`config.mk`:
```
export PLATFORM = sky130hd
export DESIGN_NAME = writeback_arbiter
export DESIGN_NICKNAME = d
export VERILOG_FILES = /design/src/rtl/cpu_pkg.sv /design/src/rtl/rr_arbiter.sv /design/src/rtl/writeback_arbiter.sv
export SDC_FILE = /design/constraint.sdc
export NUM_CORES = 1
export LEC_CHECK = 0
export BUFFER_PORTS_ARGS = -buffer_cell sky130_fd_sc_hd__buf_2
export CAP_MARGIN = 20
export CELL_PAD_IN_SITES_DETAIL_PLACEMENT = 0
export CELL_PAD_IN_SITES_GLOBAL_PLACEMENT = 1
export CORE_MARGIN = 1.5
export CORE_UTILIZATION = 26
export DETAILED_ROUTE_END_ITERATION = 8
export PLACE_DENSITY = 0.76
export SLEW_MARGIN = 5
export SYNTH_ARGS = -nofsm -noshare
export SYNTH_HDL_FRONTEND = slang
export SYNTH_SLANG_ARGS = --single-unit
```
`constraint.sdc`:
```
create_clock -name clk -period 2.8 [get_ports clk]
set_clock_uncertainty 0.15 [all_clocks]
set_input_delay 0.56 -clock clk [delete_from_list [all_inputs] [get_ports clk]]
set_output_delay 0.56 -clock clk [all_outputs]
set_load 0.05 [all_outputs]
```
`src/rtl/cpu_pkg.sv`:
```
// Shared CPU definitions: datapath widths, writeback producer indices and the
// producer-side writeback request type.
package cpu_pkg;

    localparam int XLEN   = 32;
    localparam int REG_AW = 5;

    localparam int SRC_ALU = 0;
    localparam int SRC_LSU = 1;
    localparam int SRC_CSR = 2;

    typedef struct packed {
        logic [REG_AW-1:0] rd;
        logic [XLEN-1:0]   data;
    } wb_req_t;

endpackage

```
`src/rtl/rr_arbiter.sv`:
```
// One-hot arbiter: round-robin from a rotating pointer (RR != 0) or fixed
// priority with the lowest index winning (RR == 0).
module rr_arbiter #(
    parameter int N  = 3,
    parameter int RR = 1
) (
    input  logic         clk,
    input  logic         reset,
    input  logic [N-1:0] req_i,
    input  logic         adv_i,
    output logic [N-1:0] gnt_o
);

    localparam int PW = (N > 1) ? $clog2(N) : 1;

    logic [PW-1:0] ptr_q;
    logic [PW-1:0] ptr_d;
    logic          found;
    int unsigned   win;

    // Scan outward from the pointer; the first requester encountered wins.
    always_comb begin
        found = 1'b0;
        win   = 0;
        for (int unsigned k = 0; k < N; k++) begin
            for (int unsigned i = 0; i < N; i++) begin
                if (!found && req_i[i] && (((32'(ptr_q) + k) % N) == i)) begin
                    found = 1'b1;
                    win   = i;
                end
            end
        end
        for (int unsigned i = 0; i < N; i++) begin
            gnt_o[i] = found && (win == i);
        end
    end

    // Kept apart from the grant logic so the advance strobe, which is derived
    // from the grant, does not close a combinational loop through one block.
    always_comb begin
        ptr_d = ptr_q;
        if (adv_i && found) begin
            ptr_d = PW'((win + 1) % N);
        end
    end

    generate
        if (RR != 0) begin : g_rr
            always_ff @(posedge clk or negedge reset) begin
                if (!reset) begin
                    ptr_q <= '0;
                end else begin
                    ptr_q <= ptr_d;
                end
            end
        end else begin : g_fixed
            assign ptr_q = '0;
        end
    endgenerate

endmodule

```
`src/rtl/writeback_arbiter.sv`:
```
// Register-file writeback stage: arbitrates NUM_SRC producers onto one
// registered write port, dropping x0 writes. WRITEBACK_RETIRE_EN adds a 64-bit retired counter.
module writeback_arbiter #(
    parameter int XLEN    = cpu_pkg::XLEN,
    parameter int REG_AW  = cpu_pkg::REG_AW,
    parameter int NUM_SRC = 3,
    parameter int ARB_RR  = 1
) (
    input  logic                      clk,
    input  logic                      reset,
    input  logic [NUM_SRC-1:0]        src_valid,
    output logic [NUM_SRC-1:0]        src_ready,
    input  logic [NUM_SRC*REG_AW-1:0] src_rd,
    input  logic [NUM_SRC*XLEN-1:0]   src_data,
    input  logic                      hold,
    output logic                      wen,
    output logic [REG_AW-1:0]         waddr,
    output logic [XLEN-1:0]           wdata
`ifdef WRITEBACK_RETIRE_EN
    ,
    output logic [63:0]               retired
`endif
);

    logic [NUM_SRC-1:0] req;
    logic [NUM_SRC-1:0] gnt;
    logic               xfer;
    logic [REG_AW-1:0]  sel_rd;
    logic [XLEN-1:0]    sel_data;

    logic               wen_q,   wen_d;
    logic [REG_AW-1:0]  waddr_q, waddr_d;
    logic [XLEN-1:0]    wdata_q, wdata_d;

    // Requests are masked by hold and by reset so no grant escapes during reset.
    assign req = src_valid & {NUM_SRC{~hold & reset}};

    rr_arbiter #(
        .N  (NUM_SRC),
        .RR (ARB_RR)
    ) u_arb (
        .clk   (clk),
        .reset (reset),
        .req_i (req),
        .adv_i (xfer),
        .gnt_o (gnt)
    );

    assign src_ready = gnt;
    assign xfer      = |gnt;

    always_comb begin
        sel_rd   = '0;
        sel_data = '0;
        for (int unsigned i = 0; i < NUM_SRC; i++) begin
            sel_rd   = sel_rd   | (src_rd[i*REG_AW +: REG_AW] & {REG_AW{gnt[i]}});
            sel_data = sel_data | (src_data[i*XLEN +: XLEN]   & {XLEN{gnt[i]}});
        end
    end

    always_comb begin
        wen_d   = 1'b0;
        waddr_d = waddr_q;
        wdata_d = wdata_q;
        if (xfer && (sel_rd != '0)) begin
            wen_d   = 1'b1;
            waddr_d = sel_rd;
            wdata_d = sel_data;
        end
    end

    always_ff @(posedge clk or negedge reset) begin
        if (!reset) begin
            wen_q   <= 1'b0;
            waddr_q <= '0;
            wdata_q <= '0;
        end else begin
            wen_q   <= wen_d;
            waddr_q <= waddr_d;
            wdata_q <= wdata_d;
        end
    end

    assign wen   = wen_q;
    assign waddr = waddr_q;
    assign wdata = wdata_q;

`ifdef WRITEBACK_RETIRE_EN
    logic [63:0] retired_q, retired_d;

    // x0 transfers are still accepted, so they count as retired.
    assign retired_d = retired_q + 64'(xfer);

    always_ff @(posedge clk or negedge reset) begin
        if (!reset) begin
            retired_q <= '0;
        end else begin
            retired_q <= retired_d;
        end
    end

    assign retired = retired_q;
`endif

endmodule

```
* Word level (Yosys, flattened, before mapping)
Cells that the tools add are included.
** Storage, ports and cells
- Register bits after elaboration :: 40
- Output and inout bits :: 41
- Logic and storage cells :: 86
** Cells by class
- $add $sub $neg :: 3
- Divide/modulo/power cells :: 4
- Equality and inequality tests :: 8
- Multiplexer cells :: 18
- Bitwise gates (word level) :: 13
- Reductions and logical operators :: 36
** Operator list (number)
- $logic_not 32->1 :: 4
- $and 32x32->32 :: 3
- $eq 32x1->1 const B :: 3
- $eq 32x2->1 const B :: 3
- $mod 32x2->32 const B :: 3
- $or 32x32->32 :: 2
- $mod 2x2->32 const B :: 1
- $logic_and 1x1->1 :: 22
- $and 5x5->5 :: 3
- $mux 2 :: 7
- $mux 1 :: 11
- $or 5x5->5 :: 2
- $logic_not 1->1 :: 8
- $add 2x1->3 const B :: 2
- $reduce_bool 5->1 :: 1
- $add 2x2->3 const B :: 1
- $and 3x3->3 :: 1
- $reduce_or 3->1 :: 1
- $eq 2x1->1 const B :: 1
- $eq 2x2->1 const B :: 1
- $and 1x1->1 :: 1
- $not 1->1 :: 1

* Depth between registers and ports, before layout
- Depth in word-level cells :: 45
- Mapped depth :: 14

* By module
Synthesis repeated with hierarchy kept, for this count alone.
** Unflattened totals
- Cell total of the unflattened synthesis :: 199
- Area, all modules :: 2234.6 sq um
** Modules (own cells, without submodules)
- writeback_arbiter :: times used 1, cells an instance 170, area each 1970.6 sq um, seq. area each 950.9 sq um
- rr_arbiter :: times used 1, cells an instance 29, area each 264.0 sq um, seq. area each 50.0 sq um

* Worst setup path after synthesis
OpenSTA, ideal clock, no wires.
- Kind :: input to output
- Start point :: in reset
- End point :: out src_ready[1]
- Arrival time :: 2.375 ns
- Required time :: 2.090 ns
- Slack :: -0.285 ns
- Stages on the path :: 8
- Path buffers :: 1
- Path through :: nor2b_1 -> a311o_1 -> o21ai_1 -> and3_1 -> ha_1 -> buf_2 -> inv_1 -> nor2_1
** On the way
- Word-level cells in the longest chain between the ends :: 38
- Elaborated cells between the ends (all ways) :: 46
- Classes of those cells :: eq/ne (1); mux (17); bitwise (2); reduce/logical (26)
** Ends and longest elaborated chain
- start, declared :: RTL line writeback_arbiter.sv:10 : input logic reset,
- $and 1x1->1 * :: RTL line writeback_arbiter.sv:36 : assign req = src_valid & {NUM_SRC{~hold & reset}};
- $and 3x3->3 * :: RTL line writeback_arbiter.sv:36
- $logic_and 1x1->1 :: RTL line rr_arbiter.sv:27 : if (!found && req_i[i] && (((32'(ptr_q) + k) % N) == i)) begin
- $mux 1 :: RTL line rr_arbiter.sv:27
- $logic_not 1->1 :: RTL line rr_arbiter.sv:27
- $logic_and 1x1->1 (2 in a row) :: RTL line rr_arbiter.sv:27
- $mux 1 :: RTL line rr_arbiter.sv:27
- $logic_not 1->1 :: RTL line rr_arbiter.sv:27
- [19 not listed]
- $logic_not 1->1 :: RTL line rr_arbiter.sv:27
- $logic_and 1x1->1 (2 in a row) :: RTL line rr_arbiter.sv:27
- $mux 1 :: RTL line rr_arbiter.sv:27
- $logic_not 1->1 :: RTL line rr_arbiter.sv:27
- $logic_and 1x1->1 (2 in a row) :: RTL line rr_arbiter.sv:27
- $mux 2 :: RTL line rr_arbiter.sv:27
- $eq 2x1->1 :: RTL line rr_arbiter.sv:34 : gnt_o[i] = found && (win == i);
- $logic_and 1x1->1 * :: RTL line rr_arbiter.sv:34
- end, declared :: RTL line writeback_arbiter.sv:12 : output logic [NUM_SRC-1:0] src_ready,
Every way passes the cells marked *; elsewhere a longest branch is shown, timed or not.

* Worst setup path in the final report
- Start point :: reg u_arb.ptr_q[1]
- End point :: reg wdata_q[24] (netlist: wdata[24])
** On the way
- Word-level cells in the longest chain between the ends :: 43
- Elaborated cells between the ends (all ways) :: 75
- Classes of those cells :: add/sub (2); div (3); eq/ne (8); mux (17); bitwise (10); reduce/logical (35)
** Ends and longest elaborated chain
- start, declared :: RTL line rr_arbiter.sv:16 : logic [PW-1:0] ptr_q;
- start signal, assigned :: RTL line rr_arbiter.sv:53 : ptr_q <= ptr_d;
- parallel branches: the longest is 43 deep, another holds $mod 32x2->32
- end signal, assigned :: RTL line writeback_arbiter.sv:80 : wdata_q <= wdata_d;
- end, declared :: RTL line writeback_arbiter.sv:33 : logic [XLEN-1:0] wdata_q, wdata_d;
Several ways; the timed one is not identified.
A chain may end at the register's enable or synchronous reset.

==> flow_summary_export.csv <==
group,metric,value,unit
outcome,status,"complete, but fails checks",
outcome,violations,"negative setup slack",
sta,tightest_slew,0.517,ns
power_and_ir_drop,leakage,1.86,nW
floorplan,die_area,0.00910,mm2
routing,drc_errors,0,
critical_path,r2r_slack,-0.19,ns
critical_path,worstSetupPathType,"flip-flop to flip-flop",
logic_synthesis,ys_seq_area_frac,0.451,
finish,drive_above_1_share,0.583,
routing,via_per_inst,4.84,
floorplan,coreArea,0.00826,mm2
logic_synthesis,synth_commonest_cells,"43 x inv_1, 40 x dfrtp_1, 37 x a222oi_1",
grt,grt_pass1_vias,2120,
power_and_ir_drop,pwr_density_cell,1090,mW/mm2
floorplan,start_util,0.269,
logic_synthesis,synthCells,204,
routing,drt_wl_total,7540,um
grt,grt_max_degree,41,
critical_path,crit_arrival,3.00,ns
logic_synthesis,yosys_warnings,0,
logic_synthesis,synth.most_common_cell,"inv_1",
critical_path,cp_cell_sequence,"ha_4 -> inv_2 -> a311o_1 -> o21ai_2 -> nand3_2 -> ha_4 -> buf_12 -> a222oi_1 -> buf_4 -> a21oi_4 -> clkbuf_16 -> mux2i_1",
finish,postLayoutCoreUtil,0.444,
floorplan,io_pins,158,
critical_path,crit_top_cell,"ha_4",
sta,setup_viol,39,
clock_tree,clk-insertion-delay-late,0.28,ns
power_and_ir_drop,power_frac_comb,0.617,
critical_path,ff2ff_path_depth,12,
clock_tree,numCtsBuffers,5,
place,dp_worst_setup_slack,-0.327,ns
sta,fin_crit,2.99,ns
critical_path,cp-end-kind,"flip-flop",
min_path,hp-class,"input port to async pin",
place,post-place-cells,469,
sta,rsz0062_at_grt,"yes",
critical_path,reg2reg_from,"u_arb.ptr_q[1]$_DFFE_PN0P_",
critical_path,reg2reg_to,"wdata[24]$_DFFE_PN0P_",
critical_path,startpoint,"u_arb.ptr_q[1]$_DFFE_PN0P_",
critical_path,crit_end,"wdata[24]$_DFFE_PN0P_",
logic_synthesis,synth_area,0.00222,mm2
clock_tree,root_buffer,"clkbuf_8",
critical_path,path_delay_family,"compound AO/OA/AOI/OAI gates",
floorplan,rows,33,
logic_synthesis,synth_top_area_share,0.451,
place,hpwl,5380,um
logic_synthesis,ys.flop_type,"dfrtp_1",
finish,multi_input_area,0.00110,mm2
critical_path,cp.depth,12,
power_and_ir_drop,p_sw,0.00201,W
routing,drt_first_pass_iters,5,
clock_tree,cts_tree,"done",
routing,drt_iter0_markers,177,
logic_synthesis,postSynthAreaPerCell,10.9,um2
sta,max_freq,334,MHz
finish,seq_area,0.00100,mm2
logic_synthesis,synth-seq-cells,40,
place,port_buffers,157,
sta,fin_hold_ws,0.247,ns
critical_path,critical_path.max_stage_delay,0.44,ns
sta,timing_hold_violations_final,0,
clock_tree,clkTransAtPathRegs,0.08,ns
run,drv_cap,0,
power_and_ir_drop,switching_share,0.505,
floorplan,fp.dieH,95.4,um
finish,area_growth,65.2,%
finish,fillers,819,
grt,grt_pass1_wl,10400,um
routing,vias,2376,
routing,wl_per_cell,15.4,um
power_and_ir_drop,peakVddDrop,0.000582,V
power_and_ir_drop,p_clk_frac,0.130,
finish,final_nets,508,
critical_path,crit_buf_inv,4,
logic_synthesis,ys_async_sr_fraction,1.00,
power_and_ir_drop,seqPwrFrac,0.254,
power_and_ir_drop,power.internal,0.00197,W
grt,antenna_found_initial,0,
logic_synthesis,synth_area_leaders,"dfrtp_1 45%, a222oi_1 17%, mux2i_1 15%",
clock_tree,cts.sink_count,40,
sta,slew-limit-headroom,0.655,
routing,drtAntennaViolNets,0,
critical_path,cp_slowest_cell,"a222oi_1",
critical_path,crit_fanout,8,
clock_tree,htree_levels,2,
place,gp_congestion,0.771,
sta,layout_setup_ws,-0.191,ns
logic_synthesis,synth_nets,327,
power_and_ir_drop,fin_total_pwr,0.00399,W
clock_tree,clockBufferDepth,2,
floorplan,die_w,95.4,um
logic_synthesis,synth_top_area_cell,"dfrtp_1",
logic_synthesis,synth_cell_type_count,25,
grt,track_usage,0.150,
critical_path,crit_path_start_kind,"flip-flop",
finish,stdcell_count,491,
finish,antenna-diode-count,0,
grt,gr-total-overflow,0,
sta,layout_worst_path_cycle_share,1.07,
sta,drv_slew,0,
critical_path,critical_path_required,2.81,ns
logic_synthesis,synth_edf_count,0,
==> flip-flops by register name, indices dropped and copies added (netlist names) <==
register / cells
u_arb.ptr_q: 2
waddr: 5
wdata: 32
wen: 1
==> worst min-delay path by stage <==
stage | start | to | slack, ns | cells past startpoint
2_1_floorplan | reset | u_arb.ptr_q[0]$_DFFE_PN0P_ | 0.11 | 0
4_1_cts | reset | wdata[7]$_DFFE_PN0P_ | 0.26 | 2
3_5_place_dp | wdata[4]$_DFFE_PN0P_ | wdata[4]$_DFFE_PN0P_ | 0.36 | 2
6_report | reset | wdata[7]$_DFFE_PN0P_ | 0.25 | 2
3_3_place_gp | wdata[28]$_DFFE_PN0P_ | wdata[28]$_DFFE_PN0P_ | 0.35 | 2
5_1_grt | reset | wdata[7]$_DFFE_PN0P_ | 0.28 | 2
==> cells in the final DEF (no fill, tap or decap), drive strengths merged <==
cell,n
a21oi,2
a222oi,37
a22oi,1
a311o,1
a31oi,1
and3,1
and4,1
buf,189
bufinv,1
clkbuf,9
dfrtp,40
ha,6
inv,43
mux2,1
mux2i,33
nand3,1
nor2,6
nor2b,2
o2111ai,1
o21a,1
o21ai,3
o22ai,4
o311ai,1
or3,1
==> final cells by class <==
class                           instances  share of cell area
Clock buffer                            7              0.0263
Clock inverter                          1             0.00819
Inverter                               43              0.0440
Multi-Input combinational cell        104               0.301
Sequential cell                        40               0.273
Tap cell                              105              0.0358
Timing Repair Buffer                  191               0.312
==> stage by stage <==
stage | instance area (um2) | setup TNS, ns
6_report | 3670 | -5.82
5_1_grt | 3670 | -10.96
4_1_cts | 3450 | -4.61
3_5_place_dp | 3250 | -11.64
3_3_place_gp | 3250 | -10.52
2_1_floorplan | 2260 | -1.31
==> layer usage <==
metal	vias to the layer above	part of all wire	track usage
met5	-	0	0
met4	0	0.0056	0.0331
met3	5	0.050	0.0319
met2	83	0.52	0.258
met1	1154	0.43	0.192
li1	1134	-	-
==> cells by family after synthesis <==
family,share of synthesized area
AOI/OAI and AO/OA,0.211
adders and majority gates,0.0338
buffers and inverters,0.122
DFF,0.451
muxes,0.154
and+or+nand+nor,0.0276
==> power groups by stage <==
stage | sequential [W] | combinational, W | clock [W]
floorplan | 0.00199 | 0.000664 | 0
global placement | 0.00102 | 0.00223 | 0
detailed placement | 0.00102 | 0.00226 | 0
CTS | 0.00101 | 0.00231 | 0.000536
global route | 0.00104 | 0.00259 | 0.000565
finish | 0.00101 | 0.00246 | 0.000517
==> worst register-to-register path, stage by stage (launching register included) <==
cell	delay (ns)
dfrtp_1	0.43
ha_4	0.32
inv_2	0.03
a311o_1	0.27
o21ai_2	0.08
nand3_2	0.16
ha_4	0.23
buf_12	0.13
a222oi_1	0.44
buf_4	0.21
a21oi_4	0.10
clkbuf_16	0.19
mux2i_1	0.13
==> repair_timing <==
action / CTS / global route
pin swaps: 7 / 11
buffers inserted: 0 / 11
gates resized for setup: 19 / 14
setup endpoints to repair: 42 / 41
hold buffers: 0 / 0
gates cloned: 0 / 3
Power figures use the tool's default switching activity.
